### config.mk
export PLATFORM = sky130hd
export DESIGN_NAME = vec_stream_ctrl
export DESIGN_NICKNAME = d
export VERILOG_FILES = /design/src/rtl/vec_stream_pkg.sv /design/src/rtl/vec_stream_delay.sv /design/src/rtl/vec_stream_ctrl.sv
export SDC_FILE = /design/constraint.sdc
export NUM_CORES = 1
export LEC_CHECK = 0
export CAP_MARGIN = 20
export CORE_MARGIN = 2
export CORE_UTILIZATION = 50
export CTS_CLUSTER_SIZE = 10
export DETAILED_ROUTE_END_ITERATION = 7
export GPL_TIMING_DRIVEN = 0
export HOLD_SLACK_MARGIN = 0.08
export PLACE_DENSITY = 0.86
export SLEW_MARGIN = 30
export SYNTH_ARGS = -nofsm -noshare
export SYNTH_HDL_FRONTEND = slang
export SYNTH_SLANG_ARGS = --single-unit
### constraint.sdc
create_clock -name clk -period 3.7 [get_ports clk]
set_clock_uncertainty 0.2 [all_clocks]
set_input_delay 0.74 -clock clk [delete_from_list [all_inputs] [get_ports clk]]
set_output_delay 0.74 -clock clk [all_outputs]
set_load 0.02 [all_outputs]
### src/rtl/vec_stream_pkg.sv
// Shared types and defaults for the vector-add stream sequencer.
package vec_stream_pkg;

  typedef enum logic [1:0] {
    ST_IDLE  = 2'd0,
    ST_RUN   = 2'd1,
    ST_DRAIN = 2'd2,
    ST_FIN   = 2'd3
  } state_t;

  localparam int unsigned ADDR_W_DEF = 10;
  localparam int unsigned RD_LAT_DEF = 2;
  localparam int unsigned RD_LAT_MAX = 8;

endpackage

### src/rtl/vec_stream_delay.sv
// Read-to-write delay line: DEPTH-deep shift register of {valid, addr}.
// The tail drives the result BRAM strobes; o_empty reports that nothing is
// queued behind the tail, i.e. the line is empty once the current edge passes.
module vec_stream_delay
  import vec_stream_pkg::*;
#(
  parameter int unsigned ADDR_W = ADDR_W_DEF,
  parameter int unsigned DEPTH  = RD_LAT_DEF
) (
  input  logic              clk,
  input  logic              rst_n,
  input  logic              i_valid,
  input  logic [ADDR_W-1:0] i_addr,
  output logic              o_valid,
  output logic [ADDR_W-1:0] o_addr,
  output logic              o_empty
);

  logic [DEPTH-1:0]  r_valid;
  logic [ADDR_W-1:0] r_addr [DEPTH];
  logic              w_empty;

  // Shift {valid, addr} one stage per cycle; invalid entries carry a zero address.
  always_ff @(posedge clk or negedge rst_n) begin
    if (!rst_n) begin
      r_valid <= '0;
      for (int unsigned k = 0; k < DEPTH; k++) r_addr[k] <= '0;
    end else begin
      r_valid[0] <= i_valid;
      r_addr[0]  <= i_valid ? i_addr : '0;
      for (int unsigned k = 1; k < DEPTH; k++) begin
        r_valid[k] <= r_valid[k-1];
        r_addr[k]  <= r_addr[k-1];
      end
    end
  end

  // Empty when no stage ahead of the tail holds a valid entry.
  always_comb begin
    w_empty = 1'b1;
    for (int unsigned k = 0; k + 1 < DEPTH; k++) begin
      if (r_valid[k]) w_empty = 1'b0;
    end
  end

  assign o_valid = r_valid[DEPTH-1];
  assign o_addr  = r_addr[DEPTH-1];
  assign o_empty = w_empty;

endmodule

### src/rtl/vec_stream_ctrl.sv
// Vector-add stream sequencer: streams operand reads 0..L-1 after a start
// pulse, then issues result writes RD_LAT cycles behind each read.
// Optional feature macro: VEC_STREAM_CTRL_ABORT_EN (adds the abort input).
module vec_stream_ctrl
  import vec_stream_pkg::*;
#(
  parameter int unsigned ADDR_W = ADDR_W_DEF,
  parameter int unsigned RD_LAT = RD_LAT_DEF
) (
  input  logic              clk,
  input  logic              rst_n,
  input  logic              start,
`ifdef VEC_STREAM_CTRL_ABORT_EN
  input  logic              abort,
`endif
  input  logic [ADDR_W:0]   len,
  output logic              enr,
  output logic [ADDR_W-1:0] rd_addr,
  output logic              enw,
  output logic              wea,
  output logic [ADDR_W-1:0] wr_addr,
  output logic              busy,
  output logic              done,
  output logic [ADDR_W:0]   i
);

  localparam logic [ADDR_W:0] MAX_LEN = {1'b1, {ADDR_W{1'b0}}};

  state_t            r_state;
  state_t            w_state_nxt;
  logic [ADDR_W:0]   r_len;
  logic [ADDR_W-1:0] r_rd_addr;
  logic [ADDR_W:0]   r_wr_cnt;
  logic [ADDR_W:0]   w_len_clamped;
  logic              w_accept;
  logic              w_last_rd;
  logic              w_abort;
  logic              w_stop;
  logic              w_run;
  logic              w_tail_valid;
  logic [ADDR_W-1:0] w_tail_addr;
  logic              w_drain_empty;

  assign w_len_clamped = (len > MAX_LEN) ? MAX_LEN : len;
  assign w_accept      = (r_state == ST_IDLE) && start;
  assign w_run         = (r_state == ST_RUN);
  // Compare against L-1 on the widened address so L = 2^ADDR_W never wraps.
  assign w_last_rd     = ({1'b0, r_rd_addr} == (r_len - (ADDR_W+1)'(1)));

`ifdef VEC_STREAM_CTRL_ABORT_EN
  assign w_abort = abort;
`else
  assign w_abort = 1'b0;
`endif

  assign w_stop = w_last_rd || w_abort;

  // Next-state decode for the IDLE -> RUN -> DRAIN -> FIN sequence.
  always_comb begin
    w_state_nxt = r_state;
    case (r_state)
      ST_IDLE:  if (start) w_state_nxt = (len == '0) ? ST_FIN : ST_RUN;
      ST_RUN:   if (w_stop) w_state_nxt = ST_DRAIN;
      ST_DRAIN: if (w_drain_empty) w_state_nxt = ST_FIN;
      ST_FIN:   w_state_nxt = ST_IDLE;
      default:  w_state_nxt = ST_IDLE;
    endcase
  end

  // State register.
  always_ff @(posedge clk or negedge rst_n) begin
    if (!rst_n) r_state <= ST_IDLE;
    else        r_state <= w_state_nxt;
  end

  // Latch the clamped length only when a start is accepted.
  always_ff @(posedge clk or negedge rst_n) begin
    if (!rst_n)        r_len <= '0;
    else if (w_accept) r_len <= w_len_clamped;
  end

  // Read address: restarts at 0 on accept, advances each RUN cycle until the last read.
  always_ff @(posedge clk or negedge rst_n) begin
    if (!rst_n)                r_rd_addr <= '0;
    else if (w_accept)         r_rd_addr <= '0;
    else if (w_run && !w_stop) r_rd_addr <= r_rd_addr + ADDR_W'(1);
  end

  // Write counter: cleared on accept, bumped on every issued write, held otherwise.
  always_ff @(posedge clk or negedge rst_n) begin
    if (!rst_n)            r_wr_cnt <= '0;
    else if (w_accept)     r_wr_cnt <= '0;
    else if (w_tail_valid) r_wr_cnt <= r_wr_cnt + (ADDR_W+1)'(1);
  end

  vec_stream_delay #(
    .ADDR_W (ADDR_W),
    .DEPTH  (RD_LAT)
  ) u_delay (
    .clk     (clk),
    .rst_n   (rst_n),
    .i_valid (w_run),
    .i_addr  (r_rd_addr),
    .o_valid (w_tail_valid),
    .o_addr  (w_tail_addr),
    .o_empty (w_drain_empty)
  );

  assign enr     = w_run;
  assign rd_addr = r_rd_addr;
  assign enw     = w_tail_valid;
  assign wea     = w_tail_valid;
  assign wr_addr = w_tail_addr;
  assign busy    = (r_state == ST_RUN) || (r_state == ST_DRAIN);
  assign done    = (r_state == ST_FIN);
  assign i       = r_wr_cnt;

endmodule

==> reports/metrics.cfg, run 1 <==
[setup_path]
endpoint_kind=flop
r2r_start=r_len[0]$_DFFE_PN0P_
rrSetupSlack_ns=0.39
critPathLaunch=r_len[0]$_DFFE_PN0P_
crit_path_end=r_state[1]$_DFFE_PN0P_
crit_type=flop to flop
worst_r2r_path_depth=10
cp_max_fo=9
start_kind=flop
r2r_end=r_state[1]$_DFFE_PN0P_
worstPathRequired_ns=3.74
arrival_ns=3.35

[pwr]
power_frac_comb_pct=3.3
ir_worst_vdd_v=0.000155
p_per_area_nw_per_um2=279
power.switching_w=0.000218
p_clk_share_pct=34.3
power_frac_seq_pct=62.4
swShare_pct=22.2
power.leakage_nw=1.50
internal_power_w=0.000762

[cts]
hold_buffers=0
clockRootBuffer=clkbuf_8
clk_latency_ns=0.31
clkTransAtPathRegs_ns=0.10
tritoncts=yes
h-tree-depth=2
clk_path_buf_depth=2
cts_setup_buffers=0
clkSinkCount=56
post_cts_resized=0
cts_buffers=5

[yosys]
synth_top_family_by_area=simple AND/OR/NAND/NOR gates
yosysSeqAreaShare_pct=49.6
synth-xor-area-share_pct=5.58
synthArstFlopShare_pct=100
ys_ff_latch=56
syn-mean-instance-area_um2=10.1
syn_area_um2=2830
synth-compound-area-share_pct=9.34
synth.area.mux_share_pct=2.17
synth_edf_count=0
postSynthCellCount=280
synthAdderAreaFrac_pct=3.54
yosys.cell_types.count=50
post_synth_and_or_nand_nor_area_fraction_pct=24.0
yosysWarnings=0
syn-num-nets=302
ys.flop_type=dfrtp_1

[min_path]
hold_path_class=primary input to async pin

[die]
fp.dieW_um=79.2
io_pins=50
start_util_pct=51.6
coreArea_um2=5470
dieArea_um2=6270
die_y_um=79.2
fp-row-count=27

[sta]
finalCritPeriodShare_pct=89.3
drv_slew=0
timing_hold_violations_final=0
fin_hold_ws_ns=0.0938
setup_viol=0
worstMarginPinSlew_ns=0.545
fmax_mhz=303
min_period_ns=3.31
setup_tns_ns=0
rsz0062_at_grt=false
slew_headroom_pct=63.3

[global_route]
grt_start_max_net_pins=37
grt_remaining_overflow=0
track_usage_pct=19.1
grt_pass1_wl_um=9480
grt_pass1_vias=1987
antenna_found_initial=0

[layout]
layout_commonest_cell=dfrtp_1
synthToLayoutAreaGrowth_pct=24.4
final_cell_mix=dfrtp_1, clkdlybuf4s50_1, nand2_1
antenna_cells=0
drive_gt1_share_pct=9.76
nNetsFinal=359

[detailed_routing]
wl_per_cell_um=13.7
drc_errors=0
num_vias=2244
drtPass1Iterations=4
drt-initial-drc-count=74
routed_wl_um=5610
viasPerCell=5.47
final_antenna_net_count=0

[status]
status=completed

[placement]
portBuffers=49
gp_congestion=0.851
dp_hpwl_um=4140

[flow_run]
max-cap-violations=0

-- sequential cells by signal (all words and copies together) (netlist names) --
signal	cells
r_state	2
u_delay.o_addr	10
u_delay.r_addr	10
rd_addr	10
r_len	11
u_delay.r_valid	2
i	11
-- critical path, stage by stage, from the launching register on --
cell and delay [ns]:
dfrtp_1 0.38, buf_6 0.13, inv_1 0.07, ha_1 0.24
nor3b_2 0.48, and3_1 0.24, nor3_1 0.05, nor4_1 0.45
a41oi_2 0.32, a211oi_1 0.45, mux2i_1 0.22
-- worst min-delay path by stage --
stage / to / slack, ns / cells after the start
finish: u_delay.o_addr[5]$_DFF_PN0_ / 0.09 / 1
floorplan: u_delay.o_addr[0]$_DFF_PN0_ / 0.13 / 0
detailed placement: u_delay.o_addr[2]$_DFF_PN0_ / 0.13 / 0
global placement: u_delay.o_addr[6]$_DFF_PN0_ / 0.13 / 0
global route: u_delay.o_addr[5]$_DFF_PN0_ / 0.10 / 1
CTS: rd_addr[8]$_DFFE_PN0P_ / 0.10 / 1
-- power by group through the flow --
stage                     combinational [W]  clock [W]  sequential (W)
final                             0.0000319   0.000336        0.000612
after detailed placement          0.0000332          0        0.000624
after floorplan                  0.00000183          0        0.000624
after global routing              0.0000365   0.000371        0.000612
after CTS                         0.0000333   0.000344        0.000612
after global placement            0.0000300          0        0.000624
-- final cells by class --
cell class                 count  area [µm²]
fill                         454        1960
sequential                    56        1400
multi-input combinational    196        1260
timing repair buffer          50         508
buffer                        20         133
tap                           72        90.1
clock buffer                   5        68.8
inverter                       8        30.0
clock inverter                 3        21.3
-- cell families after synthesis --
| group | count (synthesis) |
|---|---|
| and+or+nand+nor | 126 |
| DFF | 56 |
| AOI/OAI and AO/OA | 38 |
| buffers and inverters | 28 |
| xor gates and xnor gates | 18 |
| adders and majority gates | 8 |
| muxes | 6 |
-- stage by stage --
stage	setup WS, ns	cell area (µm²)	util [%]	total power (W)	cells
2_1_floorplan	0.927	2830	-	0.000626	280
3_3_place_gp	0.0817	3410	62.2	0.000654	401
3_5_place_dp	0.451	3420	62.6	0.000657	402
4_1_cts	0.429	3510	64.2	0.000989	410
5_1_grt	0.0976	3510	64.2	0.00102	410
6_report	0.394	3510	64.2	0.000980	410
-- synthesized netlist by cell type (2+ instances only) --
cell type  number  share of area, %
a211oi_1        3              0.80
a21oi_1         7               1.2
a22o_1          2              0.62
and2_1          9               2.0
and3_1          6               1.3
buf_4          11               2.9
buf_6           2              0.80
clkbuf_1        5              0.66
dfrtp_1        56                50
ha_1            8               3.5
inv_1           8               1.1
mux2i_1         5               1.8
nand2_1        33               4.4
nand2b_1        4              0.89
nand3_1         8               1.4
nand3b_1        9               2.4
nand4_1         7               1.5
nor2_1         23               3.1
nor3_1          5              0.89
nor4_1          8               1.8
o211ai_1        3              0.80
o21ai_0        10               1.8
o21ba_2         2              0.71
or3_1           3              0.66
or4_1           2              0.53
xnor2_1         7               2.2
xor2_1         11               3.4
-- metal layers --
| metal | up-vias | wire [µm] | global-route usage, % |
|---|---|---|---|
| met2 | 71 | 2690 | 32.0 |
| li1 | 1086 | - | - |
| met3 | 5 | 292 | 3.30 |
| met5 | - | 0 | 0 |
| met1 | 1082 | 2570 | 26.0 |
| met4 | 0 | 53 | 4.66 |
(Power assumes the default switching activity.)
==> run 2, diff against run 1 <==
--- a/config.mk
+++ b/config.mk
@@ -7,13 +7,13 @@
 export LEC_CHECK = 0
 export CAP_MARGIN = 20
 export CORE_MARGIN = 2
-export CORE_UTILIZATION = 50
+export CORE_UTILIZATION = 33
 export CTS_CLUSTER_SIZE = 10
 export DETAILED_ROUTE_END_ITERATION = 7
 export GPL_TIMING_DRIVEN = 0
 export HOLD_SLACK_MARGIN = 0.08
-export PLACE_DENSITY = 0.86
-export SLEW_MARGIN = 30
+export PLACE_DENSITY = 0.64
+export SLEW_MARGIN = 5
 export SYNTH_ARGS = -nofsm -noshare
 export SYNTH_HDL_FRONTEND = slang
 export SYNTH_SLANG_ARGS = --single-unit
==> run 2 against run 1 <==
Effect of this change: routed wire length rose by 8.2%; clock power rose by 17%; combinational power barely moved; worst setup slack improved by 0.024 ns; critical endpoint unchanged; non-clock buffer count did not move; cell count rose by 8.0%; register-to-register slack improved by 0.02 ns; first-iteration DRC count rose by 20%; global-route usage fell by 4.8 points.
==> reports/metrics.cfg, run 2 (same netlist as run 1, synthesis figures left out) <==
[die]
io_pins=50  ; unchanged
coreArea_um2=8260  ; +51%
fp-row-count=33  ; +22%
die_y_um=96.5  ; +22%
fp.dieW_um=96.5  ; +22%
dieArea_um2=9320  ; +49%
start_util_pct=34.2  ; -17 points

[detailed_routing]
num_vias=2229  ; -0.67%
drt-initial-drc-count=89  ; +20%
final_antenna_net_count=0  ; unchanged
routed_wl_um=6060  ; +8.2%
drtPass1Iterations=4  ; unchanged
viasPerCell=5.03  ; -8.1%
wl_per_cell_um=13.7  ; +0.11%
drc_errors=0  ; unchanged

[setup_path]
start_kind=flop
arrival_ns=3.32  ; -0.03 ns
cp_max_fo=9  ; unchanged
worstPathRequired_ns=3.74  ; about the same
crit_type=flop to flop
endpoint_kind=flop
rrSetupSlack_ns=0.42  ; +0.02 ns

[placement]
gp_congestion=0.816  ; -4.2%
dp_hpwl_um=4520  ; +9.4%
portBuffers=49  ; unchanged
dp_cells=435  ; +8.2%

[sta]
finalCritPeriodShare_pct=88.7  ; -0.66 points
setup_viol=0  ; unchanged
min_period_ns=3.28  ; -0.0243 ns
drv_slew=0  ; unchanged
fin_hold_ws_ns=0.156  ; +0.0622 ns
worstMarginPinSlew_ns=0.656  ; +0.111 ns
fmax_mhz=305  ; +0.74%
rsz0062_at_grt=false
timing_hold_violations_final=0  ; unchanged
setup_tns_ns=0  ; unchanged
slew_headroom_pct=56.3  ; -7.1 points

[cts]
clk_path_buf_depth=2  ; unchanged
clkSinkCount=56  ; unchanged
post_cts_resized=0  ; unchanged
cts_setup_buffers=0  ; unchanged
tritoncts=yes
clkTransAtPathRegs_ns=0.10  ; about the same
hold_buffers=0  ; unchanged
cts_buffers=5  ; unchanged
clk_latency_ns=0.31  ; about the same
clockRootBuffer=clkbuf_8
h-tree-depth=2  ; unchanged

[global_route]
grt_start_max_net_pins=30  ; -19%
grt_pass1_vias=2104  ; +5.9%
antenna_found_initial=0  ; unchanged
grt_pass1_wl_um=10100  ; +6.8%
grt_remaining_overflow=0  ; unchanged
track_usage_pct=14.3  ; -4.8 points

[pwr]
p_per_area_nw_per_um2=290  ; +4.0%
ir_worst_vdd_v=0.000230  ; +48%
power.leakage_nw=1.51  ; +0.65%

[layout]
multi_input_area_um2=1260  ; unchanged
postLayoutCoreUtil_pct=43.2  ; -21 points
nNetsFinal=359  ; unchanged
synthToLayoutAreaGrowth_pct=26.4
final_cell_mix=dfrtp_1, clkdlybuf4s50_1, nand2_1
stdcell_count=443  ; +8.0%
regArea_um2=1400  ; unchanged
fillerInstances=838  ; +85%
drive_gt1_share_pct=9.47  ; -0.30 points
antenna_cells=0  ; unchanged
layout_commonest_cell=dfrtp_1

[min_path]
hold_path_class=flop to flop

[flow_run]
max-cap-violations=0  ; unchanged

[status]
status=completed

==> run 2: changes by cell type in the layout (fill, tap and decap cells not counted) <==
cell        change
buf_4           -1
bufinv_16       +1
clkbuf_1        +1
clkinvlp_4      -1
inv_6           -1
buf_2           +1
==> run 2: final timing paths <==
| check | start | to | depth (start not counted) |
|---|---|---|---|
| max | r_len[0]$_DFFE_PN0P_ | r_state[1]$_DFFE_PN0P_ | 10 |
| min | u_delay.r_addr[16]$_DFF_PN0_ | u_delay.o_addr[6]$_DFF_PN0_ | 0 |
| min reg2reg | u_delay.r_addr[16]$_DFF_PN0_ | u_delay.o_addr[6]$_DFF_PN0_ | 0 |
| max reg2reg | r_len[0]$_DFFE_PN0P_ | r_state[1]$_DFFE_PN0P_ | 10 |
| min in group asynchronous | rst_n | u_delay.o_addr[3]$_DFF_PN0_ | 1 |
| max in group asynchronous | rst_n | r_len[4]$_DFFE_PN0P_ | 2 |
==> run 2: area by class of cell <==
type	count	share of cell area, %
Multi-Input combinational cell	196	35.3
Tap cell	105	3.68
Clock inverter	2	0.981
Buffer	20	3.72
Clock buffer	6	2.03
Sequential cell	56	39.3
Inverter	8	0.841
Timing Repair Buffer	50	14.2
==> run 2: critical path: stages (launching register included) <==
cell and delay [ns]:
dfrtp_1 0.38, buf_6 0.13, inv_1 0.07, ha_1 0.23, nor3b_2 0.50, and3_1 0.24, nor3_1 0.05, nor4_1 0.44
a41oi_2 0.33, a211oi_1 0.41, mux2i_1 0.23
==> run 2: where the power goes <==
| part | internal (W) | switching (W) | total, W | leakage, nW |
|---|---|---|---|---|
| Sequential | 0.000611 | 0 | 0.000611 | 0.636 |
| Combinational | 0.0000152 | 0.0000166 | 0.0000317 | 0.819 |
| Clock | 0.000201 | 0.000191 | 0.000392 | 0.0552 |
| Total | 0.000828 | 0.000207 | 0.00103 | 1.51 |
==> run 2: metrics by stage <==
stage	worst slack, ns	total power (W)	cell area (µm²)
after floorplan	0.927	0.000626	2830
after global placement	-0.00474	0.000654	3450
after detailed placement	0.434	0.000657	3460
after CTS	0.416	0.00105	3570
after global routing	0.0746	0.00108	3570
final	0.419	0.00103	3570
==> run 2: layer usage <==
metal  up-vias  part of all wire (%)  track usage, %  wire length, µm
li1       1083                     -               -                -
met1      1082                    47            19.4             2850
met2        56                    46            22.7             2800
met3         8                   5.2            3.10              314
met4         0                   1.6            5.05               99
met5         -                     0               0                0
==> run 3, diff against run 2 <==
--- a/config.mk
+++ b/config.mk
@@ -13,6 +13,7 @@
 export GPL_TIMING_DRIVEN = 0
 export HOLD_SLACK_MARGIN = 0.08
 export PLACE_DENSITY = 0.64
+export REMOVE_ABC_BUFFERS = 1
 export SLEW_MARGIN = 5
 export SYNTH_ARGS = -nofsm -noshare
 export SYNTH_HDL_FRONTEND = slang
==> run 3 against run 2 <==
Effect of this change: fmax down 0.40%; core utilization down 1.0 points; combinational power down 2%; sequential power about the same; worst setup slack worse by 0.013 ns; cell area down 2.3%; sequential share of layout area up 0.94 points; highest routed layer unchanged.
==> reports/metrics.cfg, run 3 (same netlist as run 1, synthesis figures left out) <==
[status]
status=completed

[min_path]
hold_path_class=flop to flop
hold_start=u_delay.r_addr[17]$_DFF_PN0_

[cts]
clkSinkCount=56  ; unchanged
cts_setup_buffers=0  ; unchanged
tritoncts=yes
clk_path_buf_depth=2  ; unchanged
h-tree-depth=2  ; unchanged
cts_buffers=5  ; unchanged
hold_buffers=0  ; unchanged
clkTransAtPathRegs_ns=0.09  ; about the same
post_cts_resized=0  ; unchanged
clk_latency_ns=0.30  ; about the same
clockRootBuffer=clkbuf_8

[layout]
nNetsFinal=340  ; -5.3%
postLayoutCoreUtil_pct=42.2  ; -1.0 points
stdcell_count=423  ; -4.5%
synthToLayoutAreaGrowth_pct=23.4
layout_commonest_cell=dfrtp_1
fillerInstances=824  ; -1.7%
final_cell_mix=dfrtp_1, clkdlybuf4s50_1, nand2_1
antenna_cells=0  ; unchanged
drive_gt1_share_pct=5.97  ; -3.5 points

[die]
coreArea_um2=8260  ; unchanged
fp.dieW_um=96.5  ; unchanged
start_util_pct=34.2  ; unchanged
dieArea_um2=9320  ; unchanged
fp-row-count=33  ; unchanged
io_pins=50  ; unchanged
die_y_um=96.5  ; unchanged

[detailed_routing]
drt-initial-drc-count=87  ; -2.2%
num_vias=2097  ; -5.9%
viasPerCell=4.96  ; -1.5%
drtPass1Iterations=4  ; unchanged
wl_per_cell_um=13.5  ; -1.6%
routed_wl_um=5700  ; -6.1%
final_antenna_net_count=0  ; unchanged
drc_errors=0  ; unchanged

[global_route]
grt_remaining_overflow=0  ; unchanged
grt_pass1_wl_um=9730  ; -3.9%
grt_pass1_vias=2015  ; -4.2%
track_usage_pct=13.4  ; -0.90 points
antenna_found_initial=0  ; unchanged
grt_start_max_net_pins=34  ; +13%

[placement]
dp_cells=415  ; -4.6%
dp_hpwl_um=4170  ; -7.8%
portBuffers=49  ; unchanged
gp_congestion=0.777  ; -4.8%
post-place-ws_ns=0.420  ; -0.0144 ns

[sta]
timing_hold_violations_final=0  ; unchanged
drv_slew=0  ; unchanged
min_period_ns=3.29  ; +0.0130 ns
finalCritPeriodShare_pct=89.0  ; +0.35 points
setup_tns_ns=0  ; unchanged
setup_viol=0  ; unchanged
fin_ws_ns=0.406  ; -0.0130 ns
slew_headroom_pct=60.4  ; +4.1 points
worstMarginPinSlew_ns=0.592  ; -0.0637 ns
fmax_mhz=304  ; -0.40%
rsz0062_at_grt=false

[setup_path]
critPathLaunch=r_len[0]$_DFFE_PN0P_
cp_max_fo=9  ; unchanged
endpoint_kind=flop
worstPathRequired_ns=3.73  ; about the same
arrival_ns=3.33  ; about the same
r2r_start=r_len[0]$_DFFE_PN0P_
start_kind=flop
crit_type=flop to flop

[pwr]
p_clk_share_pct=41.5  ; +3.7 points
internal_power_w=0.000893  ; +7.9%
power.leakage_nw=1.45  ; -3.7%
power_frac_seq_pct=55.7  ; -3.4 points
ir_worst_vdd_v=0.000130  ; -43%
power.switching_w=0.000205  ; -0.99%
p_per_area_nw_per_um2=315  ; +8.7%
power_frac_comb_pct=2.8  ; -0.3 points
swShare_pct=18.7  ; -1.3 points

[flow_run]
max-cap-violations=0  ; unchanged

run 3: cell types whose count changed in the layout (fill, tap and decap cells not counted):
| cell | previous run | this run |
|---|---|---|
| buf_1 | 1 | 0 |
| buf_16 | 0 | 1 |
| buf_2 | 2 | 1 |
| buf_4 | 11 | 0 |
| buf_6 | 2 | 0 |
| bufinv_16 | 1 | 2 |
| clkbuf_1 | 6 | 0 |
| clkinv_2 | 1 | 0 |
run 3: critical path, stage by stage, from the launching register on:
cell and delay (ns):
dfrtp_1 0.47, inv_1 0.11, ha_1 0.23, nor3b_2 0.49, nor4b_1 0.32, o21ai_0 0.12
o211ai_1 0.30, a41oi_2 0.31, a211oi_1 0.45, mux2i_1 0.23
run 3: power groups by stage:
stage | Clock [W] | Combinational, W | Sequential, W
after floorplan | 0 | 0.00000183 | 0.000624
after global placement | 0 | 0.0000301 | 0.000624
after detailed placement | 0 | 0.0000325 | 0.000624
final | 0.000455 | 0.0000312 | 0.000611
after CTS | 0.000472 | 0.0000326 | 0.000612
after global routing | 0.000497 | 0.0000359 | 0.000612
run 3: cell type report:
type	count	area, µm²	share of cell area (%)
clock buffers	5	68.8	1.97
clock inverters	2	60.1	1.72
inverters	8	30.0	0.861
multi-input cells	196	1260	36.2
flip-flops and latches	56	1400	40.2
well taps	105	131	3.77
repair buffers	51	533	15.3
run 3: layer usage:
layer	vias to the layer above	GRT usage, %	wire, µm
met3	6	2.64	275
met4	0	3.40	56
met1	988	18.1	2730
met2	54	22.2	2630
met5	-	0	0
li1	1049	-	-
run 3: through the flow:
stage / hold slack, ns / power, W / instance area (µm²)
2_1_floorplan: 0.131 / 0.000626 / 2690
3_3_place_gp: 0.132 / 0.000654 / 3310
3_5_place_dp: 0.135 / 0.000656 / 3330
4_1_cts: 0.156 / 0.00112 / 3460
5_1_grt: 0.163 / 0.00114 / 3490
6_report: 0.155 / 0.00110 / 3490
run 3: path summary, 6_finish.rpt:
| kind | to | cells after the start | slack (ns) |
|---|---|---|---|
| worst max register to register | r_state[1]$_DFFE_PN0P_ | 9 | 0.41 |
| worst min-delay path | u_delay.o_addr[7]$_DFF_PN0_ | 0 | 0.16 |
| max in group asynchronous | rd_addr[7]$_DFFE_PN0P_ | 2 | 2.53 |
| min in group asynchronous | i[7]$_DFFE_PN0P_ | 1 | 0.21 |
| worst max-delay path | r_state[1]$_DFFE_PN0P_ | 9 | 0.41 |
| worst min register to register | u_delay.o_addr[7]$_DFF_PN0_ | 0 | 0.16 |
